`src/rtl/rv_pipe_pkg.sv`:
```
// Shared types and constants for the EX->MEM pipeline register.
package rv_pipe_pkg;

  typedef enum logic [1:0] {
    EMPTY = 2'd0,
    MAIN  = 2'd1,
    SKID  = 2'd2
  } skid_state_e;

  localparam int unsigned CTRL_REG_WRITE  = 0;
  localparam int unsigned RD_WIDTH        = 5;
  localparam int unsigned DATA_LENGTH_DEF = 32;
  localparam int unsigned PC_WIDTH_DEF    = 32;
  localparam int unsigned CTRL_WIDTH_DEF  = 6;

  typedef struct packed {
    logic [DATA_LENGTH_DEF-1:0] alu_res;
    logic [DATA_LENGTH_DEF-1:0] w_data;
    logic [RD_WIDTH-1:0]        rd;
    logic [PC_WIDTH_DEF-1:0]    pc_plus4;
    logic [CTRL_WIDTH_DEF-1:0]  ctrl;
  } ex_mem_payload_t;

endpackage

```
`src/rtl/pipe_slot.sv`:
```
// Payload register with load enable; synchronous clear takes priority over load.
module pipe_slot #(
  parameter int unsigned W = 8
) (
  input  logic         clk,
  input  logic         rst,
  input  logic         i_load,
  input  logic         i_clear,
  input  logic [W-1:0] i_d,
  output logic [W-1:0] o_q
);

  logic [W-1:0] r_q;

  always_ff @(posedge clk or negedge rst) begin
    if (!rst) begin
      r_q <= '0;
    end else if (i_clear) begin
      r_q <= '0;
    end else if (i_load) begin
      r_q <= i_d;
    end
  end

  assign o_q = r_q;

endmodule

```
`src/rtl/ex_mem_pipe_skid.sv`:
```
// EX->MEM pipeline register: registered ready, two-entry skid, sync flush, stall counter.
module ex_mem_pipe_skid
  import rv_pipe_pkg::*;
#(
  parameter int unsigned DATA_LENGTH = 32,
  parameter int unsigned PC_WIDTH    = 32,
  parameter int unsigned CTRL_WIDTH  = 6,
  parameter int unsigned CNT_WIDTH   = 16
) (
  input  logic                   clk,
  input  logic                   rst,
  input  logic                   flush,
  input  logic                   in_valid,
  output logic                   in_ready,
  input  logic [DATA_LENGTH-1:0] alu_res_in,
  input  logic [DATA_LENGTH-1:0] w_data_in,
  input  logic [RD_WIDTH-1:0]    rd_in,
  input  logic [PC_WIDTH-1:0]    pc_plus4_in,
  input  logic [CTRL_WIDTH-1:0]  ctrl_in,
  output logic                   out_valid,
  input  logic                   out_ready,
  output logic [DATA_LENGTH-1:0] alu_res_out,
  output logic [DATA_LENGTH-1:0] w_data_out,
  output logic [RD_WIDTH-1:0]    rd_out,
  output logic [PC_WIDTH-1:0]    pc_plus4_out,
  output logic [CTRL_WIDTH-1:0]  ctrl_out,
  output logic [CNT_WIDTH-1:0]   stall_cnt
);

  localparam int unsigned PAY_W = 2 * DATA_LENGTH + RD_WIDTH + PC_WIDTH + CTRL_WIDTH;
  localparam logic [CNT_WIDTH-1:0] CNT_MAX = '1;

  skid_state_e           r_state;
  skid_state_e           w_next_state;
  logic                  r_in_ready;
  logic                  r_out_valid;
  logic [CNT_WIDTH-1:0]  r_stall_cnt;
  logic                  w_in_xfer;
  logic                  w_out_xfer;
  logic                  w_load_out;
  logic                  w_load_skid;
  logic                  w_sel_skid;
  logic [CTRL_WIDTH-1:0] w_ctrl_in;
  logic [PAY_W-1:0]      w_in_pay;
  logic [PAY_W-1:0]      w_skid_q;
  logic [PAY_W-1:0]      w_out_d;
  logic [PAY_W-1:0]      w_out_q;

  assign w_in_xfer  = in_valid && r_in_ready;
  assign w_out_xfer = r_out_valid && out_ready;

  // Writes to x0 never retire, so reg_write is dropped at capture.
  always_comb begin
    w_ctrl_in = ctrl_in;
    if (rd_in == '0) begin
      w_ctrl_in[CTRL_REG_WRITE] = 1'b0;
    end
  end

  assign w_in_pay = {alu_res_in, w_data_in, rd_in, pc_plus4_in, w_ctrl_in};
  assign w_out_d  = w_sel_skid ? w_skid_q : w_in_pay;

  always_comb begin
    w_next_state = r_state;
    w_load_out   = 1'b0;
    w_load_skid  = 1'b0;
    w_sel_skid   = 1'b0;
    case (r_state)
      EMPTY: begin
        if (w_in_xfer) begin
          w_next_state = MAIN;
          w_load_out   = 1'b1;
        end
      end
      MAIN: begin
        if (w_in_xfer && w_out_xfer) begin
          w_load_out = 1'b1;
        end else if (w_in_xfer) begin
          w_next_state = SKID;
          w_load_skid  = 1'b1;
        end else if (w_out_xfer) begin
          w_next_state = EMPTY;
        end
      end
      SKID: begin
        if (w_out_xfer) begin
          w_next_state = MAIN;
          w_load_out   = 1'b1;
          w_sel_skid   = 1'b1;
        end
      end
      default: w_next_state = EMPTY;
    endcase
    if (flush) begin
      w_next_state = EMPTY;
    end
  end

  always_ff @(posedge clk or negedge rst) begin
    if (!rst) begin
      r_state     <= EMPTY;
      r_out_valid <= 1'b0;
      r_in_ready  <= 1'b1;
    end else begin
      r_state     <= w_next_state;
      r_out_valid <= (w_next_state != EMPTY);
      r_in_ready  <= (w_next_state != SKID);
    end
  end

  // Saturating count of cycles MEM holds off a valid entry; survives flush.
  always_ff @(posedge clk or negedge rst) begin
    if (!rst) begin
      r_stall_cnt <= '0;
    end else if (r_out_valid && !out_ready && (r_stall_cnt != CNT_MAX)) begin
      r_stall_cnt <= r_stall_cnt + CNT_WIDTH'(1);
    end
  end

  pipe_slot #(.W(PAY_W)) u_skid_slot (
    .clk     (clk),
    .rst     (rst),
    .i_load  (w_load_skid),
    .i_clear (flush),
    .i_d     (w_in_pay),
    .o_q     (w_skid_q)
  );

  pipe_slot #(.W(PAY_W)) u_out_slot (
    .clk     (clk),
    .rst     (rst),
    .i_load  (w_load_out),
    .i_clear (flush),
    .i_d     (w_out_d),
    .o_q     (w_out_q)
  );

  assign {alu_res_out, w_data_out, rd_out, pc_plus4_out, ctrl_out} = w_out_q;
  assign in_ready  = r_in_ready;
  assign out_valid = r_out_valid;
  assign stall_cnt = r_stall_cnt;

endmodule
```
`config.mk`:
```
export PLATFORM = sky130hd
export DESIGN_NAME = ex_mem_pipe_skid
export DESIGN_NICKNAME = d
export VERILOG_FILES = /design/src/rtl/rv_pipe_pkg.sv /design/src/rtl/pipe_slot.sv /design/src/rtl/ex_mem_pipe_skid.sv
export SDC_FILE = /design/constraint.sdc
export NUM_CORES = 1
export LEC_CHECK = 0
export ABC_AREA = 1
export CAP_MARGIN = 20
export CORE_AREA = 2 2 119 236
export DETAILED_ROUTE_END_ITERATION = 7
export DIE_AREA = 0 0 121 238
export GPL_TIMING_DRIVEN = 1
export PLACE_DENSITY = 0.67
export REMOVE_ABC_BUFFERS = 1
export SLEW_MARGIN = 5
export SYNTH_ARGS = -nofsm -noshare
export SYNTH_HDL_FRONTEND = slang
export SYNTH_SLANG_ARGS = --single-unit
```
`constraint.sdc`:
```
create_clock -name clk -period 1.8 [get_ports clk]
set_input_delay 0.18 -clock clk [delete_from_list [all_inputs] [get_ports clk]]
set_output_delay 0.18 -clock clk [all_outputs]
set_load 0.01 [all_outputs]
```
* Word level (Yosys, flattened, before mapping)
Index checks and enable logic that the tools add are counted.
Storage, ports and cells: register bits 234, output and inout bits 125, word-level logic and storage cells 42
Operators by class: add/sub/neg operators 1, eq/ne operators 4, multiplexer cells 20, reductions and logical operators 11
Operators by type and width (count):
- $mux W107 | 5
- $add A16 B1 Y16 const B | 1
- $ne A16 B16 Y1 const B | 1
- $mux W2 | 6
- $mux W1 | 7
- $pmux W2 S3 | 1
- $reduce_bool A2 Y1 | 3
- $logic_and A1 B1 Y1 | 5
- $logic_not A5 Y1 | 1
- $pmux W1 S3 | 1
- $eq A2 B1 Y1 const B | 1
- $eq A2 B2 Y1 const B | 1
- $logic_not A2 Y1 | 1
- $ne A2 B2 Y1 const B | 1
- $logic_not A1 Y1 | 1

* Depth between registers and ports, before layout
Gate-level depths: netlist (run 1).
depth after elaboration 7, mapped depth 11

* Modules after synthesis
A second synthesis (run 1) with hierarchy kept.
Unflattened totals: cell total of the unflattened synthesis 1227, area, all modules 11347.1 µm²
Modules (own cells, without submodules):
- pipe_slot | times used 2, cells each 464, area each 4251.6 µm², seq. area each 2677.6 µm²
- ex_mem_pipe_skid | times used 1, cells each 299, area each 2844.0 µm², seq. area each 501.7 µm²

* Least setup slack after synthesis (run 1)
No wires, ideal clock.
path kind register to register, start point register r_stall_cnt[0], in the netlist stall_cnt[0], end point register r_stall_cnt[3], in the netlist stall_cnt[3], library setup time 126 ps, arrival 1414 ps, data required time 1674 ps, path slack 260 ps, stages on the path, launching flop included 9, period minus slack after synthesis 1540 ps, cell sequence dfrtp_1 -> ha_1 -> nand2_1 -> nor2_1 -> nand2_1 -> nor2_1 -> nor2_1 -> buf_2 -> o21ai_0
On the way: longest elaborated chain between the ends 2
RTL lines:
- start: declaration | RTL line ex_mem_pipe_skid.sv:37 | logic [CNT_WIDTH-1:0] r_stall_cnt;
- start signal: assignment | RTL line ex_mem_pipe_skid.sv:116 | r_stall_cnt <= r_stall_cnt + CNT_WIDTH'(1);
- parallel branches: the longest is 2 deep, another holds $add A16 B1 Y16
Several ways; the timed one is not identified. A chain may end at the register's enable or synchronous reset.

* Worst setup path in the final report (run 1)
start point register r_stall_cnt[12], in the netlist stall_cnt[12], end point output stall_cnt[12]
RTL lines:
- end: declaration | RTL line ex_mem_pipe_skid.sv:27 | output logic [CNT_WIDTH-1:0] stall_cnt
No word-level cell between the ends.

==> results of run 1 <==
through the flow:
step,cells,hold WS (ns)
2_1_floorplan,1133,-0.116
3_3_place_gp,1782,0.117
3_5_place_dp,1782,0.124
4_1_cts,1827,0.140
5_1_grt,1831,0.152
6_report,1831,0.144
metal layers:
metal | global-route usage [%] | share of wire, % | vias up | wire length [um]
li1 | - | - | 4556 | -
met1 | 22.1 | 36 | 4408 | 10600
met2 | 37.0 | 54 | 245 | 16000
met3 | 2.87 | 4.4 | 73 | 1280
met4 | 11.7 | 4.9 | 2 | 1420
met5 | 0 | 0.044 | - | 13
registers in the layout, indices dropped and copies added, names as in the netlist:
signal,flops
r_state,2
u_out_slot.o_q,107
out_valid,1
u_skid_slot.o_q,107
stall_cnt,16
in_ready,1
Yosys cell counts (all sizes together):
| library cell | number | area [sq um] |
|---|---|---|
| and2 | 1 | 6.26 |
| buf | 49 | 295 |
| clkbuf | 44 | 165 |
| dfrtp | 233 | 5830 |
| dfstp | 1 | 26.3 |
| ha | 1 | 12.5 |
| inv | 132 | 495 |
| nand2 | 281 | 1060 |
| nand3 | 113 | 566 |
| nand4 | 6 | 37.5 |
| nor2 | 25 | 109 |
| o211ai | 106 | 796 |
| o21ai | 222 | 1110 |
| o22ai | 4 | 25.0 |
| xnor2 | 5 | 43.8 |
| xor2 | 3 | 26.3 |
cell type report:
class | instances | area [sq um]
fillers | 2486 | 12300
flip-flops and latches | 234 | 5860
multi-input cells | 768 | 3840
repair buffers | 302 | 3210
clock buffers | 34 | 698
inverters | 132 | 500
well taps | 348 | 435
clock inverters | 10 | 90.1
diodes | 3 | 7.51
repair_timing:
item | in CTS | in global routing
hold endpoints to repair | 233 | 0
endpoints found under the setup margin | 10 | 44
hold buffers | 1 | 0
gates resized for setup | 2 | 5
pin swaps | 0 | 1
cloned | 0 | 1
worst max-delay path by stage:
stage,cells past startpoint,end,slack [ns],start
finish,1,stall_cnt[12],0.03,stall_cnt[12]
global route,2,stall_cnt[5],0.003,stall_cnt[5]
CTS,1,stall_cnt[6],0.01,stall_cnt[6]
detailed placement,6,stall_cnt[6],-0.11,stall_cnt[0]
global placement,6,stall_cnt[6],-0.06,stall_cnt[0]
floorplan,3,u_skid_slot.o_q[100],-2.58,flush
cells by family after synthesis:
logic type / share of synthesized area (%)
buffers and inverters: 9.01
AND/OR/NAND/NOR: 16.8
adder cells (fa/ha/maj): 0.118
XOR/XNOR: 0.661
flip-flops: 55.2
AO/OA/AOI/OAI: 18.2
power by group:
group	internal (uW)	switching (uW)	total (uW)
clock	2860	2150	5010
combinational	1370	1400	2770
sequential	5810	279	6090
total	10000	3830	13900
==> flow_summary.json, run 1 <==
{
  "totalWireLength_mm": 29.3,
  "crit_slowest_cell": "clkdlybuf4s50_1",
  "slowest_delay_ns": 0.59,
  "clock_sinks": 234,
  "power-per-cell-area_mw_per_mm2": 947,
  "grt_max_degree": 56,
  "synth-seq-area-share_pct": 55.2,
  "grt_setup_unrepaired": "false",
  "io_pins": 237,
  "post-route-drc-count": 0,
  "nNetsFinal": 1575,
  "setup_violations": 0,
  "slew_violations": 0,
  "ys_types": 23,
  "worst_pin_slew_ns": 0.430,
  "dp_hpwl_mm": 20.7,
  "globalRouteTotalUtil_pct": 20.3,
  "insertion_delay_ns": 0.54,
  "place_area_sq_mm": 0.0138,
  "yosys_warnings": 0,
  "syn_to_final_growth_pct": 38.0,
  "gr-total-overflow": 0,
  "die_x_um": 121,
  "skew_ns": 0.0157,
  "crit_fanout": 5,
  "cts-root-buf": "clkbuf_16",
  "final_cell_mix": "nand2_1, dfrtp_1, clkdlybuf4s50_1",
  "grt_pass1_vias": 9169,
  "reg2reg_from": "in_ready",
  "ir_drop_mv": 0.681,
  "worst_hold_path_type": "input port to async pin",
  "drive_above_1_share_pct": 7.91,
  "drtPass1Iterations": 6,
  "path_class": "register to output pin",
  "utilization_pct": 54.4,
  "power.leakage_uw": 0.00611,
  "crit_chain": "clkdlybuf4s50_1",
  "path_clk_slew_ns": 0.06,
  "required_ns": 1.62,
  "fin_ws_ns": 0.0349,
  "critPathBufInv": 1,
  "fin_crit_sh_pct": 98.1,
  "syn_area_per_cell_sq_um": 8.65,
  "arrival_ns": 1.59,
  "synth_area_sq_mm": 0.0106,
  "final-hold-violation-count": 0,
  "post_drt_wl_per_cell_um": 16.0,
  "cp-end-kind": "output pin",
  "cts_tree": "built",
  "netlist_instances": 1226,
  "r2r_slack_ns": 0.16,
  "status": "finished clean",
  "reg2reg_to": "u_skid_slot.o_q[52]",
  "start_kind": "register",
  "ff2ff_path_depth": 7,
  "antenna_found_initial": 4,
  "crit_family": "buffers and inverters",
  "initialDrtViolationCount": 539,
  "fin_crit_ns": 1.77,
  "gp_congestion": 0.826,
  "final_cell_area_sq_mm": 0.0146,
  "final_common_cell": "nand2_1",
  "finalSetupTns_ns": 0,
  "report.power.total_uw": 13900,
  "clk_path_buf_depth": 3,
  "htree_levels": 1,
  "cts_buffers": 24,
  "core.rowCount": 85,
  "pre_cts_ws_ns": -0.105,
  "initial_core_util_pct": 39.4,
  "vias_per_cell": 5.07,
  "ant_nets": 0,
  "yosys_register_bits": 234,
  "postCtsSetupBuffers": 0,
  "fmax_ghz": 0.567,
  "design.core.area_sq_mm": 0.0269,
  "max_slew_margin_pct": 71.4,
  "die-area_sq_mm": 0.0288,
  "grt_first_pass_wirelength_mm": 46.8,
  "die_y_um": 238,
  "via_count": 9284,
  "port_buffers": 236,
  "max_cap_violations": 0
}
No activity file was read; power rests on OpenSTA's default activity.
==> run 2, diff against run 1 <==
clock period = 2.1 ns   (was 1.8 ns; I/O delays follow)
==> flow_summary.json, run 2 (synthesized netlist as in run 1, its figures left out) <==
{
  "status": "finished clean",
  "power.leakage_uw": 0.00586,
  "combinationalPowerShare_pct": 19.0,
  "sequentialPowerShare_pct": 45.3,
  "report.power.total_uw": 11600,
  "p_int_uw": 8480,
  "initialDrtViolationCount": 438,
  "skew_ns": 0.00593,
  "grt_pass1_vias": 9097,
  "gr-total-overflow": 0,
  "power.share.clock_pct": 35.7,
  "htree_levels": 1,
  "start_kind": "register",
  "drive_above_1_share_pct": 5.54,
  "io_pins": 237,
  "grt_first_pass_wirelength_mm": 46.3,
  "nNetsFinal": 1541,
  "worst_pin_slew_ns": 0.495,
  "die-area_sq_mm": 0.0288,
  "dp_hpwl_mm": 20.3,
  "totalWireLength_mm": 28.9,
  "fin_ws_ns": 0.279,
  "drtPass1Iterations": 4,
  "final_common_cell": "nand2_1",
  "post_drt_wl_per_cell_um": 16.1,
  "core.rowCount": 85,
  "dp.cells": 1751,
  "slowest_delay_ns": 0.60,
  "crit_slowest_cell": "clkdlybuf4s50_1",
  "postCtsSetupBuffers": 0,
  "final_cell_mix": "nand2_1, clkdlybuf4s50_1, dfrtp_1",
  "via_count": 9169,
  "die_y_um": 238,
  "worst_hold_path_type": "input port to async pin",
  "gp_congestion": 0.827,
  "insertion_delay_ns": 0.52,
  "required_ns": 1.89,
  "grt_setup_unrepaired": "false",
  "swShare_pct": 27.2,
  "multi_input_area_sq_mm": 0.00381,
  "grt_max_degree": 79,
  "cts-root-buf": "clkbuf_16",
  "final_cell_area_sq_mm": 0.0143,
  "fin_crit_ns": 1.82,
  "nFillCells": 2494,
  "critPathBufInv": 1,
  "fmax_ghz": 0.549,
  "path_class": "register to output pin",
  "crit_family": "buffers and inverters",
  "arrival_ns": 1.61,
  "antenna_found_initial": 7,
  "pre_cts_ws_ns": 0.130,
  "final-hold-violation-count": 0,
  "fin_crit_sh_pct": 86.7,
  "cts_buffers": 22,
  "cts_tree": "built",
  "die_x_um": 121,
  "fin_cells": 1794,
  "ir_drop_mv": 0.755,
  "clk_path_buf_depth": 3,
  "post-route-drc-count": 0,
  "p_switching_uw": 3160,
  "clock_sinks": 234,
  "place_area_sq_mm": 0.0135,
  "max_slew_margin_pct": 66.7,
  "setup_violations": 0,
  "path_clk_slew_ns": 0.07,
  "max_cap_violations": 0,
  "port_buffers": 236,
  "globalRouteTotalUtil_pct": 20.1,
  "ant_nets": 0,
  "design.core.area_sq_mm": 0.0269,
  "initial_core_util_pct": 39.4,
  "cp-end-kind": "output pin",
  "power-per-cell-area_mw_per_mm2": 816,
  "crit_fanout": 7,
  "seq_area_sq_mm": 0.00586,
  "crit_chain": "clkdlybuf4s50_1",
  "syn_to_final_growth_pct": 34.4,
  "vias_per_cell": 5.11,
  "slew_violations": 0
}
==> run 2: per-layer routing <==
metal	global-route usage [%]	wire length (um)	vias to the layer above
li1	-	-	4469
met2	35.6	15300	214
met3	3.27	1170	94
met5	0	49	-
met1	21.6	10500	4384
met4	13.4	1920	8
==> run 2: path summary, 6_finish.rpt <==
path	from	end	slack, ns	cells after the start
setup / recovery	stall_cnt[9]	stall_cnt[9]	0.28	1
hold / removal	rst	u_skid_slot.o_q[45]	0.20	2
setup reg to reg	in_ready	u_skid_slot.o_q[49]	0.34	7
hold reg to reg	u_out_slot.o_q[101]	u_out_slot.o_q[101]	0.48	2
max in group asynchronous	rst	u_skid_slot.o_q[104]	1.24	3
min in group clk	w_data_in[13]	u_skid_slot.o_q[56]	0.30	3
==> run 2: final cells by class <==
cell class                      instances  area share, %
Inverter                              132           3.51
Sequential cell                       234           41.1
Tap cell                              348           3.05
Antenna cell                            3         0.0527
Clock inverter                          8          0.649
Multi-Input combinational cell        767           26.7
Timing Repair Buffer                  271           20.3
Clock buffer                           31           4.60
==> run 2: timing repair <==
item | CTS | global route
hold buffers | 1 | 0
endpoints found under the hold margin | 45 | 0
endpoints found under the setup margin | 0 | 5
gates resized for setup | 0 | 1
==> run 2: metrics by stage <==
stage	hold WS [ns]	setup TNS, ns	utilization (%)
final	0.196	0	53.0
after floorplan	-0.0856	-447.40	-
after CTS	0.208	0	52.9
after global placement	0.162	0	50.1
after global routing	0.229	0	53.0
after detailed placement	0.161	0	50.1
==> run 2: power by group through the flow <==
stage          registers [uW]  clock network (uW)  logic, uW
3_5_place_dp             5350                   0       2230
3_3_place_gp             5340                   0       2190
2_1_floorplan            5410                   0        791
5_1_grt                  5320                4400       2440
6_report                 5270                4150       2210
4_1_cts                  5270                4260       2250
==> run 3, diff against run 2 <==
CORE_AREA = 2 2 102 202   (was 2 2 119 236)
DIE_AREA = 0 0 104 204   (was 0 0 121 238)
PLACE_DENSITY = 0.87   (was 0.67)
SKIP_CTS_REPAIR_TIMING = 1   (was unset)
==> flow_summary.json, run 3 (synthesized netlist as in run 1, its figures left out) <==
{
  "status": "finished clean",
  "worst_pin_slew_ns": 0.715,
  "reg2reg_to": "u_skid_slot.o_q[78]",
  "arrival_ns": 1.55,
  "report.power.total_uw": 11500,
  "totalWireLength_mm": 28.2,
  "max_slew_margin_pct": 52.4,
  "skew_ns": 0.0155,
  "io_pins": 237,
  "cts_buffers": 21,
  "globalRouteTotalUtil_pct": 26.6,
  "final_cell_area_sq_mm": 0.0140,
  "crit_slowest_cell": "dfstp_2",
  "r2r_slack_ns": 0.36,
  "syn_to_final_growth_pct": 32.4,
  "cts-root-buf": "clkbuf_16",
  "port_buffers": 236,
  "path_clk_slew_ns": 0.07,
  "grt_pass1_vias": 9515,
  "design.core.area_sq_mm": 0.0197,
  "initialDrtViolationCount": 559,
  "crit_chain": "clkdlybuf4s50_1",
  "fin_crit_sh_pct": 83.8,
  "post-route-drc-count": 0,
  "ff2ff_path_depth": 7,
  "nFillCells": 1442,
  "ant_nets": 0,
  "required_ns": 1.89,
  "crit_family": "flip-flops",
  "crit_fanout": 2,
  "cts_tree": "built",
  "fmax_ghz": 0.568,
  "fin_cells": 1703,
  "slowest_delay_ns": 0.53,
  "die-area_sq_mm": 0.0212,
  "final-hold-violation-count": 0,
  "htree_levels": 1,
  "ir_drop_mv": 0.777,
  "drtPass1Iterations": 5,
  "critPathBufInv": 1,
  "clock_sinks": 234,
  "start_kind": "register",
  "path_class": "register to output pin",
  "worst_hold_path_type": "input port to async pin",
  "core.rowCount": 73,
  "vias_per_cell": 5.51,
  "cp-end-kind": "output pin",
  "post_drt_wl_per_cell_um": 16.5,
  "fin_crit_ns": 1.76,
  "slew_violations": 0,
  "power.leakage_uw": 0.00581,
  "grt_max_degree": 101,
  "antenna_found_initial": 1,
  "max_cap_violations": 0,
  "die_y_um": 204,
  "final_cell_mix": "nand2_1, clkdlybuf4s50_1, dfrtp_1",
  "place_area_sq_mm": 0.0133,
  "dp.cells": 1662,
  "gr-total-overflow": 0,
  "nNetsFinal": 1537,
  "via_count": 9376,
  "setup_violations": 0,
  "finalSetupTns_ns": 0,
  "insertion_delay_ns": 0.49,
  "grt_setup_unrepaired": "false",
  "gp_congestion": 0.860,
  "die_x_um": 104,
  "drive_above_1_share_pct": 5.08,
  "clk_path_buf_depth": 3,
  "dp_hpwl_mm": 20.0,
  "power-per-cell-area_mw_per_mm2": 819,
  "grt_first_pass_wirelength_mm": 45.9,
  "final_common_cell": "nand2_1",
  "initial_core_util_pct": 53.8,
  "reg2reg_from": "in_ready"
}
[run 3: cell types whose count changed in the layout (fill, tap and decap cells not counted), sizes merged]
cell      change
clkinvlp      -1
clkinv        -3
buf           -3
bufinv        +1
clkbuf        +1
[run 3: how the worst max path moves through the flow]
stage | start | endpoint | slack (ns) | depth (start not counted)
2_1_floorplan | flush | u_skid_slot.o_q[100] | -2.31 | 3
3_3_place_gp | out_ready | u_out_slot.o_q[103] | 0.20 | 8
3_5_place_dp | out_ready | u_out_slot.o_q[98] | 0.15 | 8
4_1_cts | in_ready | in_ready | 0.32 | 1
5_1_grt | in_ready | u_skid_slot.o_q[77] | 0.21 | 7
6_report | in_ready | in_ready | 0.34 | 1
[run 3: metrics by stage]
step           hold WS, ns  worst slack [ns]  util [%]
3_3_place_gp         0.258             0.200      67.4
5_1_grt              0.338             0.205      71.2
4_1_cts             -0.247             0.324      71.1
3_5_place_dp         0.250             0.147      67.4
2_1_floorplan      -0.0856             -2.31         -
6_report             0.284             0.340      71.2
[run 3: power by group]
part           internal (uW)  switching (uW)  total, uW
Combinational           1040            1130       2170
Clock                   2460            1620       4080
Sequential              4980             288       5260
Total                   8470            3030      11500
[run 3: worst register-to-register path, cell delays in order, from the launching register on]
cell     delay (ns)
dfstp_2        0.53
nand2_1        0.08
inv_1          0.09
nand3_1        0.20
nand2_8        0.29
buf_12         0.22
nand3_1        0.08
o21ai_0        0.13
[run 3: final cells by class]
class                      instances  area [sq um]  area share, %
clock buffer                      32           637           4.53
timing repair buffer             268          2810           20.0
sequential                       234          5860           41.7
inverter                         132           500           3.56
multi-input combinational        767          3810           27.1
antenna                            3          7.51         0.0534
tap                              262           328           2.33
clock inverter                     5           100          0.713
[run 3: per-layer routing]
layer / global-route usage, % / up-vias / routed length (um)
li1: - / 4462 / -
met2: 49.5 / 328 / 15300
met5: 0 / - / 0
met1: 27.4 / 4487 / 9630
met3: 3.99 / 99 / 1290
met4: 17.6 / 0 / 1970
